## config.mk

```make
export PLATFORM = sky130hd
export DESIGN_NAME = riscv_store_monitor
export DESIGN_NICKNAME = d
export VERILOG_FILES = /design/src/rtl/riscv_store_monitor.sv
export SDC_FILE = /design/constraint.sdc
export NUM_CORES = 1
export LEC_CHECK = 0
export ABC_AREA = 1
export CAP_MARGIN = 20
export CORE_MARGIN = 4
export CORE_UTILIZATION = 40
export DETAILED_ROUTE_END_ITERATION = 8
export PLACE_DENSITY = 0.73
export RECOVER_POWER = 50
export SETUP_SLACK_MARGIN = 0.4
export SKIP_LAST_GASP = 1
export SLEW_MARGIN = 5
export SYNTH_ARGS = -nofsm -noshare
export SYNTH_HDL_FRONTEND = slang
export SYNTH_SLANG_ARGS = --single-unit
```

## constraint.sdc

```tcl
create_clock -name clk -period 2.96 [get_ports clk]
set_input_delay 0.444 -clock clk [delete_from_list [all_inputs] [get_ports clk]]
set_output_delay 0.444 -clock clk [all_outputs]
set_load 0.02 [all_outputs]
```

## src/rtl/riscv_store_monitor.sv

```systemverilog
// End-of-test monitor on the core's data-memory write port: classifies stores as
// pass signature, scratch or illegal, runs a watchdog and reports sticky status.
module riscv_store_monitor #(
    parameter logic [31:0] PASS_ADDR       = 32'h0000_0000,
    parameter logic [31:0] PASS_DATA       = 32'd25,
    parameter logic [31:0] SCRATCH_ADDR    = 32'd96,
    parameter int          WATCHDOG_CYCLES = 1000,
    parameter int          CNT_W           = 16
) (
    input  logic             clk,
    input  logic             reset,
    input  logic             enable,
    input  logic             MemWrite,
    input  logic [31:0]      DataAdr,
    input  logic [31:0]      WriteData,
    input  logic [31:0]      PC,
    output logic             done,
    output logic             pass,
    output logic             fail,
    output logic             timeout,
    output logic [CNT_W-1:0] store_count,
    output logic [CNT_W-1:0] cycle_count,
    output logic [31:0]      last_store_addr,
    output logic [31:0]      last_store_data,
    output logic [31:0]      fail_pc
);

    typedef enum logic [2:0] {
        ST_IDLE    = 3'd0,
        ST_RUN     = 3'd1,
        ST_PASS    = 3'd2,
        ST_FAIL    = 3'd3,
        ST_TIMEOUT = 3'd4
    } state_t;

    typedef enum logic [1:0] {
        V_NONE    = 2'd0,
        V_PASS    = 2'd1,
        V_FAIL    = 2'd2,
        V_SCRATCH = 2'd3
    } verdict_t;

    localparam logic [CNT_W-1:0] CNT_ONE = {{(CNT_W-1){1'b0}}, 1'b1};
    // Watchdog compares the pre-increment count, so expiry lands on the N-th RUN edge.
    localparam logic [CNT_W-1:0] WD_LAST = CNT_W'(WATCHDOG_CYCLES - 32'sd1);

    function automatic logic [CNT_W-1:0] sat_inc(input logic [CNT_W-1:0] v);
        if (&v) begin
            return v;
        end else begin
            return v + CNT_ONE;
        end
    endfunction

    state_t            state_r;
    verdict_t          verdict_s;
    logic              wd_expire_s;
    logic              done_r, pass_r, fail_r, timeout_r;
    logic [CNT_W-1:0]  store_count_r, cycle_count_r;
    logic [31:0]       last_addr_r, last_data_r, fail_pc_r;

    // Classify the store presented this cycle; PASS_ADDR rules take priority over scratch.
    always_comb begin
        verdict_s = V_NONE;
        if (!MemWrite) begin
            verdict_s = V_NONE;
        end else if (DataAdr == PASS_ADDR) begin
            if (WriteData == PASS_DATA) begin
                verdict_s = V_PASS;
            end else begin
                verdict_s = V_FAIL;
            end
        end else if (DataAdr == SCRATCH_ADDR) begin
            verdict_s = V_SCRATCH;
        end else begin
            verdict_s = V_FAIL;
        end
    end

    assign wd_expire_s = (cycle_count_r == WD_LAST);

    // Monitor FSM, counters and registered status outputs.
    always_ff @(posedge clk or negedge reset) begin
        if (!reset) begin
            state_r       <= ST_IDLE;
            done_r        <= 1'b0;
            pass_r        <= 1'b0;
            fail_r        <= 1'b0;
            timeout_r     <= 1'b0;
            store_count_r <= '0;
            cycle_count_r <= '0;
            last_addr_r   <= 32'h0000_0000;
            last_data_r   <= 32'h0000_0000;
            fail_pc_r     <= 32'h0000_0000;
        end else begin
            case (state_r)
                ST_IDLE: begin
                    if (enable) begin
                        state_r <= ST_RUN;
                    end else begin
                        state_r <= ST_IDLE;
                    end
                end
                ST_RUN: begin
                    if (enable) begin
                        cycle_count_r <= sat_inc(cycle_count_r);
                        if (MemWrite) begin
                            store_count_r <= sat_inc(store_count_r);
                            last_addr_r   <= DataAdr;
                            last_data_r   <= WriteData;
                        end else begin
                            store_count_r <= store_count_r;
                        end
                        // A terminal store on the expiry edge beats the watchdog.
                        case (verdict_s)
                            V_PASS: begin
                                state_r <= ST_PASS;
                                done_r  <= 1'b1;
                                pass_r  <= 1'b1;
                            end
                            V_FAIL: begin
                                state_r   <= ST_FAIL;
                                done_r    <= 1'b1;
                                fail_r    <= 1'b1;
                                fail_pc_r <= PC;
                            end
                            default: begin
                                if (wd_expire_s) begin
                                    state_r   <= ST_TIMEOUT;
                                    done_r    <= 1'b1;
                                    timeout_r <= 1'b1;
                                end else begin
                                    state_r <= ST_RUN;
                                end
                            end
                        endcase
                    end else begin
                        state_r <= ST_RUN;
                    end
                end
                ST_PASS, ST_FAIL, ST_TIMEOUT: begin
                    state_r <= state_r;
                end
                default: begin
                    state_r   <= ST_IDLE;
                    done_r    <= 1'b0;
                    pass_r    <= 1'b0;
                    fail_r    <= 1'b0;
                    timeout_r <= 1'b0;
                end
            endcase
        end
    end

    assign done            = done_r;
    assign pass            = pass_r;
    assign fail            = fail_r;
    assign timeout         = timeout_r;
    assign store_count     = store_count_r;
    assign cycle_count     = cycle_count_r;
    assign last_store_addr = last_addr_r;
    assign last_store_data = last_data_r;
    assign fail_pc         = fail_pc_r;

endmodule

```

## Word level (Yosys, flattened, before mapping)

Index checks and enable logic that the tools add are counted.
W data, S select, Z words.

| word-level totals | value |
|---|---|
| bits in registers | 135 |
| input bits | 100 |
| logic and storage cells | 67 |

| operators by class | value |
|---|---|
| add/sub/neg operators | 2 |
| equality and inequality tests | 15 |
| muxes and demuxes | 22 |
| bitwise gates (word level) | 3 |
| reductions and logical operators | 15 |

Operators with widths:

| kind | number |
|---|---|
| $add A16 B1 Y16 const B | 2 |
| $eq A32 B5 Y1 const B | 1 |
| $eq A32 B7 Y1 const B | 1 |
| $logic_not A32 Y1 | 1 |
| $reduce_and A16 Y1 | 2 |
| $reduce_and A3 Y1 | 6 |
| $eq A16 B10 Y1 const B | 1 |
| $mux W1 | 11 |
| $pmux W3 S3 | 1 |
| $pmux W1 S2 | 4 |
| $reduce_and A4 Y1 | 2 |
| $eq A3 B2 Y1 const B | 2 |
| $mux W2 | 3 |
| $mux W3 | 2 |
| $ne A2 B2 Y1 const B | 3 |
| $pmux W3 S2 | 1 |
| $ne A2 B1 Y1 const B | 2 |
| $reduce_or A4 Y1 | 1 |
| $eq A3 B1 Y1 const B | 1 |
| $eq A3 B3 Y1 const B | 1 |
| $logic_not A3 Y1 | 1 |
| $ne A3 B3 Y1 const B | 1 |
| $not A1 Y1 | 3 |
| $reduce_or A3 Y1 | 1 |
| other kinds (3) | 3 |

## Longest topological paths before layout

Gate-level depths: netlist of the first run.

| depth | value |
|---|---|
| depth after elaboration | 9 |
| depth in mapped cells | 15 |

## Least setup slack after synthesis of the first run

Ideal clock, no wire load.

| timing | value |
|---|---|
| path type | input to register |
| start | input port DataAdr[8] |
| end | register fail_pc_r[10], in the netlist fail_pc[10] |
| library setup time | 0.125 ns |
| data arrival time | 1.847 ns |
| data required time | 2.835 ns |
| path slack | 0.988 ns |
| stages | 12 |
| path buffers | 1 |
| cells stage by stage | inv_1 > nand2_1 > nor3_1 > nand2_1 > nor2_1 > nand2_1 > nand2_1 > nand2_1 > ha_1 > nand2_2 > buf_6 > mux2_4 |

| on the way | value |
|---|---|
| word-level cells in the longest chain between the ends | 6 |
| elaborated cells between the ends (all ways) | 7 |

RTL lines:

| element | line | text |
|---|---|---|
| start: declaration | 14 | `input logic [31:0] DataAdr,` |
| $eq A32 B7 Y1 | 73 | `end else if (DataAdr == SCRATCH_ADDR) begin` |
| $mux W1 | 73 |  |
| $mux W2 (*) | 67 | `end else if (DataAdr == PASS_ADDR) begin` |
| $mux W2 (*) | 65 | `if (!MemWrite) begin` |
| $eq A2 B2 Y1 (*) | 115 | `case (verdict_s)` |
| $reduce_and A3 Y1 (no source line) (*) | -- |  |
| end signal: assignment | 94 | `fail_pc_r <= 32'h0000_0000;` |
| end signal: assignment | 125 | `fail_pc_r <= PC;` |
| end: declaration | 60 | `logic [31:0] last_addr_r, last_data_r, fail_pc_r;` |

Mark *: on every way between the ends. The rest lies on a longest branch, timed or not.
A chain may end at the register's enable or synchronous reset.

## Worst setup path after layout of the first run

| timing | value |
|---|---|
| start | register state_r[2] |
| end | register last_data_r[0], in the netlist last_store_data[0] |

| on the way | value |
|---|---|
| word-level cells in the longest chain between the ends | 2 |

RTL lines:

| element | line | text |
|---|---|---|
| start: declaration | 55 | `state_t state_r;` |
| start signal: assignment | 142 | `state_r <= state_r;` |
| $eq A3 B1 Y1 | 96 | `case (state_r)` |
| $reduce_and A3 Y1 (no source line) | -- |  |
| end signal: assignment | 110 | `last_data_r <= WriteData;` |
| end: declaration | 60 |  |

Every way passes these cells.

==> results of run 1 <==
[cells in the mapped netlist, drive strengths merged, types with 5 or more instances]
library cell and count:
a21oi 6, buf 16, clkbuf 5, dfrtp 135
inv 63, mux2 32, nand2 263, nand3 35
nand3b 6, nand4 8, nor2 56, nor3 15
o21ai 44, xor2 13
[per-layer routing]
layer / global-route usage / up-vias / share of wire
met5: 0 / - / 0
met4: 0.0766 / 0 / 0.024
met3: 0.0616 / 28 / 0.065
met2: 0.333 / 179 / 0.48
met1: 0.257 / 2617 / 0.43
li1: - / 2724 / -
[power breakdown]
| part | switching [mW] | internal, mW | total [mW] |
|---|---|---|---|
| registers | 0.499 | 2.61 | 3.11 |
| logic | 1.99 | 1.96 | 3.95 |
| clock network | 0.793 | 1.45 | 2.24 |
| total | 3.28 | 6.02 | 9.30 |
[layout by cell type, fill, tap and decap left out, types with 3 or more instances in the layout]
master           instances
xor2_1                  13
nand3_1                 35
nand4_1                  8
nor2_1                  55
buf_4                    5
a21oi_1                  6
bufinv_16                4
ha_1                     4
nand2_1                262
o21ai_1                  6
clkbuf_2                 4
nor3_1                  15
dlygate4sd3_1            3
dfrtp_1                135
clkinv_2                 5
clkbuf_16               17
nand3b_1                 6
inv_1                   62
xnor2_1                  4
clkdlybuf4s50_1        228
mux2_4                  30
o21ai_0                 37
[timing repair]
action,4_1_cts,5_1_grt
hold endpoints to repair,45,0
setup buffers,0,0
hold buffers,1,0
[kinds of logic (layout without fill, tap and decap cells)]
kind of cell / count (synthesis) / in the layout / share of synthesized area
xor+xnor: 17 / 17 / 0.0238
buf+inv: 85 / 339 / 0.0600
compound gates: 52 / 52 / 0.0430
mux: 32 / 32 / 0.0756
simple gates: 384 / 384 / 0.250
fa+ha+maj: 4 / 4 / 0.00800
flops: 135 / 135 / 0.540
[metrics by stage]
| stage | instance area [µm²] | instances | util | worst slack, ns | hold slack (ns) |
|---|---|---|---|---|---|
| 2_1_floorplan | 6260 | 709 | - | 0.988 | 0.148 |
| 3_3_place_gp | 8810 | 1141 | 0.577 | 0.217 | 0.408 |
| 3_5_place_dp | 8810 | 1141 | 0.577 | 0.213 | 0.411 |
| 4_1_cts | 9450 | 1174 | 0.619 | 0.649 | 0.479 |
| 5_1_grt | 9420 | 1174 | 0.618 | 0.391 | 0.493 |
| 6_report | 9420 | 1174 | 0.618 | 0.598 | 0.475 |
[path summary, 6_finish.rpt]
check / startpoint / endpoint / slack, ns / cells after the start
max: state_r[2]$_DFFE_PN0N_ / last_store_data[0]$_DFFE_PN0P_ / 0.60 / 7
min: last_store_data[6]$_DFFE_PN0P_ / last_store_data[6]$_DFFE_PN0P_ / 0.47 / 2
max reg2reg: state_r[2]$_DFFE_PN0N_ / last_store_data[0]$_DFFE_PN0P_ / 0.60 / 7
min reg2reg: last_store_data[6]$_DFFE_PN0P_ / last_store_data[6]$_DFFE_PN0P_ / 0.47 / 2
max in group asynchronous: reset / last_store_addr[21]$_DFFE_PN0P_ / 0.98 / 3
min in group asynchronous: reset / store_count[9]$_DFFE_PN0P_ / 0.82 / 2
[worst max-delay path, stage by stage, from the launching register on]
cell and delay, ns:
dfrtp_1 0.41, nor2_1 0.15, nand2_1 0.07, nor2_1 0.31
nand2_1 0.38, clkbuf_2 0.56, nand2_1 0.19, o21ai_0 0.11
[flip-flops by register name, summed over array words and instances (netlist names)]
register and flops:
state_r 3, last_store_addr 32, pass 1, fail 1
cycle_count 16, timeout 1, store_count 16, done 1
last_store_data 32, fail_pc 32
[final cells by class]
cell class                      instances  area [µm²]  area share
Timing Repair Buffer                  243        2410       0.256
Multi-Input combinational cell        489        2500       0.265
Clock buffer                           19         453      0.0481
Inverter                               64         240      0.0255
Tap cell                              211         264      0.0280
Sequential cell                       135        3380       0.359
Clock inverter                         13         178      0.0189
==> results.md, run 1 <==
- First-pass detailed-route iteration total: 5
- Maximum vdd drop: 0.000645 V
- Port Buf Inserts: 231
- TritonCTS Buffers: 17
- Worst-skew pair later-pin latency: 0.42 ns
- Syn Inst Count: 709
- CP Class: reg -> reg
- Area growth syn-to-layout: 50.5%
- Yosys top cell area share: 0.540
- Total track usage: 0.204
- Number of flops mapped to enable cells by yosys: 0
- CTS max path bufs: 2
- Outcome: finished clean
- Post-DRT Antenna Nets: 0
- Syn avg cell area: 8.83 µm²
- Layout Skew: 0.00720 ns
- YS warnings: 0
- Routed WL: 17900 µm
- Starting Density: 0.410
- Post-synthesis sequential area ratio: 0.540
- Tightest Pin Transition: 1.22 ns
- Grt total ovfl: 0
- Global placement routability congestion: 0.878
- Fin. Hold Viols: 0
- Initial antenna violation count: 0
- Cell variety after synth: 29
- Synthesis-stage register bit count: 135
- Worst slew margin: 0.187
- Synth Net Count: 813
- Ranking of synthesized cells by area: dfrtp_1 54%, nand2_1 16%, mux2_4 7.2%, inv_1 3.7%, nor2_1 3.2%
- Die height: 133 µm
- ANT cells: 0
- IO Count: 232
- Leak: 4.46 nW
- Initial drt markers: 305
- Slew Viols, Final: 0
- CP Data Required Time: 3.22 ns
- Num Clock Sinks: 135
- Hold Crit Class: reg -> reg
- Largest net degree at the start of global routing: 69
- Layout cells sized above 1: 0.0820
- CTS resizes: 0
- Nets: 1054
- # H-tree levels: 4
- Period utilisation layout: 0.798
- Synthesized area: 0.00626 mm²
- First-pass GRT wire length: 28600 µm
- Main synth FF type: dfrtp_1
- Vias/cell: 4.73
- CTS tree: built
- FFs w/ async S/R, synth: 1.00
- CP Data Arrival Time: 2.62 ns
- Max-cap violation count: 0
- Critical path peak fanout: 44
- RSZ-0062 raised after global routing: no
- Filler cells: 1277
- Full die area: 0.0177 mm²
- Area leader, netlist: dfrtp_1
- Total design power: 9.30 mW
- Post-route setup TNS: 0 ns
- Number of global-route vias before repair: 5484
- # DRC: 0
- Row Count: 45
- Clk pin slew, worst setup/hold paths: 0.06 ns
- Final min period: 2.36 ns
- Core area: 0.0153 mm²
- CP endpoint kind: flop
- Die width: 133 µm
- Routed wire length per instance: 15.3 µm
- Pwr/cell area: 987 mW/mm²
- Clk root buf: clkbuf_16
- Via Count: 5548
- Post-DP HPWL: 13400 µm
- Fmax: 423 MHz
- Endpoints failing setup: 0
- CP startpoint kind: flop
Note: power is estimated with default switching activity, not from simulation.
==> inputs of run 2 (changes only) <==
- clock period: 2.96 -> 2.35 ns (I/O delays scaled with it)
==> run 2 against run 1 <==
Combinational power up 26%. Register-to-register slack lost 0.22 ns. Sequential power up 26%. Via count up 6.2%. Global-route usage grew 2.3 points.
==> results.md, run 2 (synthesized netlist as in run 1, its figures left out) <==
- RSZ-0062 raised after global routing: no
- Hold Crit Class: in -> reg
- Layout cells sized above 1: 0.206 (+0.124)
- Vias/cell: 4.73 (about the same)
- Total track usage: 0.227 (+0.0230)
- TritonCTS Buffers: 17 (unchanged)
- Slew Viols, Final: 0 (unchanged)
- Global placement routability congestion: 0.866 (-1.3%)
- Clock Power Share: 0.268 (+0.027)
- Worst hold path endpoint: last_store_addr[21]$_DFFE_PN0P_
- Starting Density: 0.410 (unchanged)
- Filler cells: 1204 (-5.7%)
- Worst r2r dst: last_store_addr[17]$_DFFE_PN0P_
- Die height: 133 µm (unchanged)
- Crit-path cells: dlygate4sd2_1, inv_2, nand3_2, nor2_1, nand2_2, nor2_1, nand2_2, nand2_2, nand2_2, ha_4, nand2_4, buf_6, buf_12, buf_16, mux2_4
- First-pass detailed-route iteration total: 5 (unchanged)
- Critical path peak fanout: 5 (-89%)
- Post-DP Area: 0.00900 mm² (+2.2%)
- Maximum vdd drop: 0.000714 V (+11%)
- Number of global-route vias before repair: 5999 (+9.4%)
- Non-Filler Instances: 1246 (+6.1%)
- First-pass GRT wire length: 32000 µm (+12%)
- Net Sw Power: 4.22 mW (+29%)
- # H-tree levels: 4 (unchanged)
- Routed wire length per instance: 15.8 µm (+3.8%)
- CP startpoint kind: input port
- IO Count: 232 (unchanged)
- CP Data Arrival Time: 2.33 ns (-0.29 ns)
- Crit path largest cell delay: 0.30 ns (-0.26 ns)
- Num Clock Sinks: 135 (unchanged)
- HP Start: DataAdr[21]
- # DRC: 0 (unchanged)
- Period utilisation layout: 0.861
- Endpoints failing setup: 0 (unchanged)
- Most common cell after layout, fill and taps aside: nand2_1
- Clk pin slew, worst setup/hold paths: 0.06 ns (about the same)
- Sw Share: 0.347 (-0.00571)
- Via Count: 5894 (+6.2%)
- Reg2Reg Depth: 8 (+1)
- Leak: 4.99 nW (+12%)
- Int Pwr: 7.94 mW (+32%)
- Grt total ovfl: 0 (unchanged)
- Fin. Hold Viols: 0 (unchanged)
- Layout Skew: 0.00480 ns (-0.00240 ns)
- Row Count: 45 (unchanged)
- Core area: 0.0153 mm² (unchanged)
- DP Cell Count: 1167 (+2.3%)
- Initial antenna violation count: 1 (+1)
- Final min period: 2.02 ns
- CP Class: in -> reg
- CTS max path bufs: 2 (unchanged)
- Port Buf Inserts: 231 (unchanged)
- Die width: 133 µm (unchanged)
- CP most frequent cell: nand2_2
- Pwr/cell area: 1200 mW/mm² (+22%)
- Tightest Pin Transition: 1.16 ns (-0.0619 ns)
- Initial drt markers: 325 (+6.6%)
- CP endpoint kind: flop
- Outcome: finished clean
- Reg2reg start: state_r[2]$_DFFE_PN0N_
- Routed WL: 19700 µm (+10%)
- Largest net degree at the start of global routing: 57 (-17%)
- Post-DRT Antenna Nets: 0 (unchanged)
- Post-DP HPWL: 13700 µm (+2.1%)
- CP Data Required Time: 2.65 ns (-0.57 ns)
- Cell area after layout: 0.0101 mm² (+7.6%)
- Clk root buf: clkbuf_16
- Worst-skew pair later-pin latency: 0.42 ns (about the same)
- Worst path slowest cell: mux2_4
- Nets: 1125 (+6.7%)
- Fmax: 494 MHz
- Area growth syn-to-layout: 61.9%
- Reg2reg setup slack: 0.38 ns (-0.22 ns)
- Reg power frac: 0.323 (-0.011)
- Worst slew margin: 0.228 (+0.0412)
- Commonest non-fill, non-tap cells in the layout: 253 x nand2_1, 135 x dfrtp_1, 115 x clkdlybuf4s50_1
- Hold Crit Depth: 3 (+1)
- Comb power frac: 0.409 (-0.016)
- Full die area: 0.0177 mm² (unchanged)
- CTS tree: built
- Max-cap violation count: 0 (unchanged)
run 2: metrics by stage:
step / util / worst slack, ns / TNS (ns) / total power, mW / hold slack, ns
3_3_place_gp: 0.590 / -0.304 / -9.00 / 8.91 / 0.298
2_1_floorplan: - / 0.470 / 0 / 6.38 / 0.0569
5_1_grt: 0.664 / 0.202 / 0 / 12.8 / 0.148
6_report: 0.664 / 0.326 / 0 / 12.2 / 0.144
4_1_cts: 0.667 / 0.401 / 0 / 12.4 / 0.216
3_5_place_dp: 0.590 / -0.326 / -9.87 / 9.00 / 0.299
run 2: power groups by stage:
stage	registers, mW	clock network (mW)	logic, mW
after CTS	3.93	3.30	5.17
after floorplan	5.03	0	1.35
after detailed placement	3.93	0	5.07
after global placement	3.91	0	4.99
after global routing	4.08	3.44	5.30
final	3.93	3.26	4.97
run 2: cell type report:
cell class	instances	area (µm²)	area share
Sequential cell	135	3380	0.333
Clock inverter	12	270	0.0267
Timing Repair Buffer	314	2900	0.286
Tap cell	211	264	0.0260
Clock buffer	20	457	0.0451
Inverter	64	240	0.0237
Antenna cell	1	2.50	0.000247
Multi-Input combinational cell	489	2620	0.259
run 2: how the worst max path moves through the flow:
stage	startpoint	to	depth (start not counted)
floorplan	DataAdr[8]	fail_pc[10]$_DFFE_PN0P_	12
global placement	DataAdr[7]	fail_pc[0]$_DFFE_PN0P_	13
detailed placement	DataAdr[7]	fail_pc[0]$_DFFE_PN0P_	13
CTS	WriteData[5]	fail_pc[28]$_DFFE_PN0P_	15
global route	DataAdr[31]	fail_pc[17]$_DFFE_PN0P_	15
finish	DataAdr[31]	fail_pc[17]$_DFFE_PN0P_	15
run 2: repair_timing:
action / 4_1_cts / 5_1_grt
endpoints found under the setup margin: 35 / 48
hold endpoints to repair: 41 / 0
pin swaps: 49 / 46
gates resized for setup: 126 / 60
cloned: 3 / 0
hold buffers: 1 / 0
buffers inserted: 41 / 1
run 2: routing by layer:
| layer | GRT usage | vias to the layer above | wire (µm) |
|---|---|---|---|
| met5 | 0 | - | 0 |
| met4 | 0.0737 | 0 | 501 |
| met3 | 0.0642 | 31 | 1360 |
| met2 | 0.378 | 217 | 9800 |
| met1 | 0.287 | 2774 | 8080 |
| li1 | - | 2872 | - |
run 2: worst max-delay path, delay by kind of cell:
kind / cells / cell delay, ns
adders and majority gates: 1 / 0.17
buffers and inverters: 5 / 0.62
muxes: 1 / 0.30
and+or+nand+nor: 8 / 0.87
==> edit 1 (flow settings as in run 2) <==
Reset style: synchronous (`reset`), changed in one clocked block.
--- a/src/rtl/riscv_store_monitor.sv
+++ b/src/rtl/riscv_store_monitor.sv
@@ -80,7 +80,7 @@
     assign wd_expire_s = (cycle_count_r == WD_LAST);
 
     // Monitor FSM, counters and registered status outputs.
-    always_ff @(posedge clk or negedge reset) begin
+    always_ff @(posedge clk) begin
         if (!reset) begin
             state_r       <= ST_IDLE;
             done_r        <= 1'b0;
Check against the original RTL: differs if reset is asserted again (counterexample within 4 cycles, from zero or initial values and one cycle with reset low); with reset held inactive, the same outputs for 4 cycles.
==> edit 1 against run 2 <==
Global-route usage is 1.2 points lower; sequential cell count unchanged; area after synthesis decreased by 5.5%; critical path type unchanged; register-to-register slack improved by 0.06 ns; worst setup slack better by 0.014 ns; wire length shrank 4.3%; final area fell by 8.0%.
Power is not compared: it rests on default switching activity, and its combinational part moved more than twofold at a synthesized area within 25%.
==> edit 1: results (changes against run 2) <==
| Metric | Value |
|---|---|
| Outcome | complete, no violations |
| Multi-input gate area | 2940 sq um (+12%) |
| Post-CTS setup buffers | 1 (-98%) |
| Ys async rst share | 0% (-100 points) |
| ClkCell Share | 7.28% (+0.11 points) |
| Top post-synthesis cells by count | nor2_1, nand2_1, dfxtp_1 |
| Detailed Route Iter0 Violations | 307 (-5.5%) |
| Share of layout cells above drive strength 1 | 9.20% (-11 points) |
| Non-clock inverters | 44 (-31%) |
| GP Congestion | 0.837 (-3.3%) |
| Non-clock buffers | 257 (-18%) |
| Mean post-synth cell area | 7.04 sq um (-20%) |
| Final period util | 85.5% (-0.59 points) |
| Synth unique cells | 32 (+10%) |
| Critical Path End | last_store_data[10] |
| Final Util | 64.2% (-2.3 points) |
| CTS resizes | 8 (-94%) |
| Largest delay share family, worst path | buffers and inverters |
| CP startpoint | MemWrite |
| Placed cell areas | 8420 sq um (-6.4%) |
| H-tree levels | 4 (unchanged) |
| Hold path endpoint | last_store_addr[28] |
| GR Util met3 | 10.3% (+3.9 points) |
| Critical path peak fanout | 45 (+40) |
| Hold Slack | 0.206 ns (+0.0621 ns) |
| Fill cells | 1,281 (+6.4%) |
| Vias | 6,282 (+6.6%) |
| Worst path arrival time | 2.35 ns (+0.02 ns) |
| Final cell count without fillers | 1,272 (+2.1%) |
| Post-synth top flop | dfxtp_1 |
| First-pass GRT wire length | 28,600 um (-11%) |
| Nets@finish | 1,178 (+4.7%) |
| GR met2 Demand/Resource | 34.5% (-3.3 points) |
| Met1 Use GR | 25.7% (-3.1 points) |
| CP peak stage delay | 0.60 ns (+0.30 ns) |
| Vias in the first global route | 5,796 (-3.4%) |
| Area growth from synthesis to layout | 57.7% |
| Seq/Total Area, Yosys | 45.7% (-8.3 points) |
| Multi-input logic portion of the cell area | 31.5% (+5.6 points) |
| Leading post-synthesis cells by cell area | dfxtp_1, nor2_1, nand2_1 |
| Largest net degree at the start of global routing | 66 (+16%) |
| DRT Pass-1 Iters | 5 (unchanged) |
| Skew final | 0.00845 ns (+0.00365 ns) |
| Setup slack, reg-to-reg | 0.44 ns (+0.06 ns) |
| GRT Resource Usage Total | 21.5% (-1.2 points) |
| RR Startpoint | state_r[1] |
| Buffer share of cell area | 28.0% (-0.64 points) |
| Count of multi-input gates | 619 (+27%) |
| Yosys warns | 0 (unchanged) |
| Critical-path top delay cell | dlygate4sd3_1 |
| Worst hold start | DataAdr[28] |
| Seq/total area | 29.0% (-4.3 points) |
| HPWL after detailed placement | 13,100 um (-4.6%) |
| Pre-CTS WS | -0.171 ns (+0.155 ns) |
| Critical register-to-register path endpoint | cycle_count[10] |
| Headroom to the max-slew limit | 47.1% (+24 points) |
| Syn nets | 944 (+16%) |
| Drt total wl | 18,900 um (-4.3%) |
[edit 1: cell types whose count changed in the layout (fill, tap and decap cells not counted), sizes merged, moves of 19 or more]
cell                  run 2  this run
nand3                    35        55
clkbuf                   46        27
clkdlybuf4s50           115       141
mux2                     32         0
nor2                     56       199
inv                      63        44
dfrtp                   135         0
dlymetal6s2s              0        22
buf                      80        22
dfxtp                     0       135
a21oi                     6        75
dlygate4sd2              26         1
o21ai                    44        78
nand2                   263       174
[edit 1: logic make-up after synthesis]
family	synth area share, %
buffers and inverters	6.37
XOR/XNOR	1.48
AO/OA/AOI/OAI	13.5
AND/OR/NAND/NOR	32.1
adder cells (fa/ha/maj)	0.846
flip-flops	45.7
[edit 1: routing by layer]
layer  vias to the layer above  part of all wire (%)
met5                         -                     0
met4                         0                   1.6
met3                        27                   9.8
met2                       198                    47
met1                      2870                    41
li1                       3187                     -
==> edit 2 (flow settings as in run 2) <==
Made on the original files. The parameter `CNT_W` goes from 16 to 18.
--- a/src/rtl/riscv_store_monitor.sv
+++ b/src/rtl/riscv_store_monitor.sv
@@ -5,7 +5,7 @@
     parameter logic [31:0] PASS_DATA       = 32'd25,
     parameter logic [31:0] SCRATCH_ADDR    = 32'd96,
     parameter int          WATCHDOG_CYCLES = 1000,
-    parameter int          CNT_W           = 16
+    parameter int          CNT_W           = 18
 ) (
     input  logic             clk,
     input  logic             reset,
Ports: changed (resized cycle_count and store_count); port bits go from 232 to 236. No check against the original RTL was run, so the function may have changed too.
==> edit 2 against run 2 <==
Critical path depth fell by 5; non-clock buffer count fell by 30; power shrank 6.1%; global-route usage fell by 1.9 points; area after synthesis grew 4.7%; first-iteration DRC count is 8.0% lower; fmax is 2.7% higher; sequential cell count grew 4; sequential share of layout area increased by 0.79 points; worst setup slack improved by 0.054 ns; wire length down 3.9%; largest power group unchanged; final area increased by 0.60%.
==> edit 2: results (changes against run 2) <==
| Metric | Value |
|---|---|
| Synth Area in Compound Gates | 1.70% (-2.6 points) |
| Leading post-synthesis cells by cell area | dfrtp_1, nand2_1, mux2_2 |
| Skew final | 0.0103 ns (+0.00548 ns) |
| Register area | 3480 sq um (+3.0%) |
| Fill cells | 1,392 (+16%) |
| GP Congestion | 0.847 (-2.2%) |
| Port Buffer Count | 235 (+1.7%) |
| Critical-path top delay cell | dfrtp_1 |
| RR Startpoint | store_count[0] |
| Drt total wl | 19,000 um (-3.9%) |
| Vias in the first global route | 5,957 (-0.70%) |
| Crit Path Class | flip-flop to flip-flop |
| Worst hold start | DataAdr[13] |
| Cells after DPL | 1,229 (+5.3%) |
| Outcome | complete, no violations |
| DRT Pass-1 Iters | 4 (-1) |
| Critical path peak fanout | 16 (+11) |
| Top post-synthesis cells by count | nand2_1, dfrtp_1, nor2_1 |
| Critical register-to-register path endpoint | store_count[8] |
| Leak | 4.93 nW (-1.1%) |
| Placed cell areas | 9230 sq um (+2.5%) |
| HPWL after detailed placement | 13,400 um (-2.6%) |
| Synth unique cells | 28 (-3.4%) |
| Share of layout cells above drive strength 1 | 17.5% (-3.1 points) |
| Setup slack, reg-to-reg | 0.38 ns (about the same) |
| Worst reg-to-reg path cell count | 10 (+2) |
| XOR/XNOR share of the synthesized area | 3.74% (+1.4 points) |
| Worst Tran Pin Value | 1.01 ns (-0.148 ns) |
| First-pass GRT wire length | 30,200 um (-5.5%) |
| CP peak stage delay | 0.45 ns (+0.15 ns) |
## edit 2: logic make-up (layout without fill, tap and decap cells)
logic type | Yosys count | after routing
compound gates | 22 | 22
xor+xnor | 28 | 28
fa+ha+maj | 4 | 4
buf+inv | 66 | 360
flops | 139 | 139
mux | 32 | 32
simple gates | 486 | 486
## edit 2: repair_timing
| action | CTS | global route |
|---|---|---|
| resized for setup | 111 | 94 |
| hold buffers | 1 | 0 |
| pin swaps | 59 | 62 |
| buffers inserted | 21 | 0 |
| setup endpoints to repair | 34 | 55 |
| gates cloned | 3 | 1 |
| hold endpoints to repair | 37 | 0 |
## edit 2: per-layer routing
metal  track usage [%]  routed length [um]  vias up
met1              25.7                7720     2744
met5                 0                  13        -
li1                  -                   -     2967
met4              5.66                 292        2
met2              35.0                9470      170
met3              6.74                1460       22
## edit 2: layout make-up
class                   count  share of cell area [%]
well taps                 216                    2.65
repair inverters            1                  0.0736
clock buffers              17                    4.17
multi-input cells         572                    28.4
clock inverters            15                    2.16
repair buffers            284                    26.8
inverters                  43                    1.62
flip-flops and latches    139                    34.1
## edit 2: how the worst max path moves through the flow
stage,cells after the start,to,slack (ns)
floorplan,12,fail_pc[10],0.44
global placement,14,fail_pc[3],-0.25
detailed placement,14,fail_pc[13],-0.29
CTS,16,fail_pc[18],0.40
global route,8,last_store_data[3],0.21
finish,10,store_count[8],0.38
## edit 2: worst reg2reg max path, delay by kind of cell, from the launching register on
kind / cells / cell delay, ns
flip-flops: 1 / 0.45
adder cells (fa/ha/maj): 1 / 0.25
AND/OR/NAND/NOR: 7 / 0.94
buffers and inverters: 2 / 0.21
## edit 2: report_power, final
part	switching, mW	leakage (nW)	total, mW	internal (mW)
Combinational	2.40	2.86	4.61	2.21
Sequential	0.573	1.76	3.89	3.32
Clock	1.03	0.313	2.91	1.88
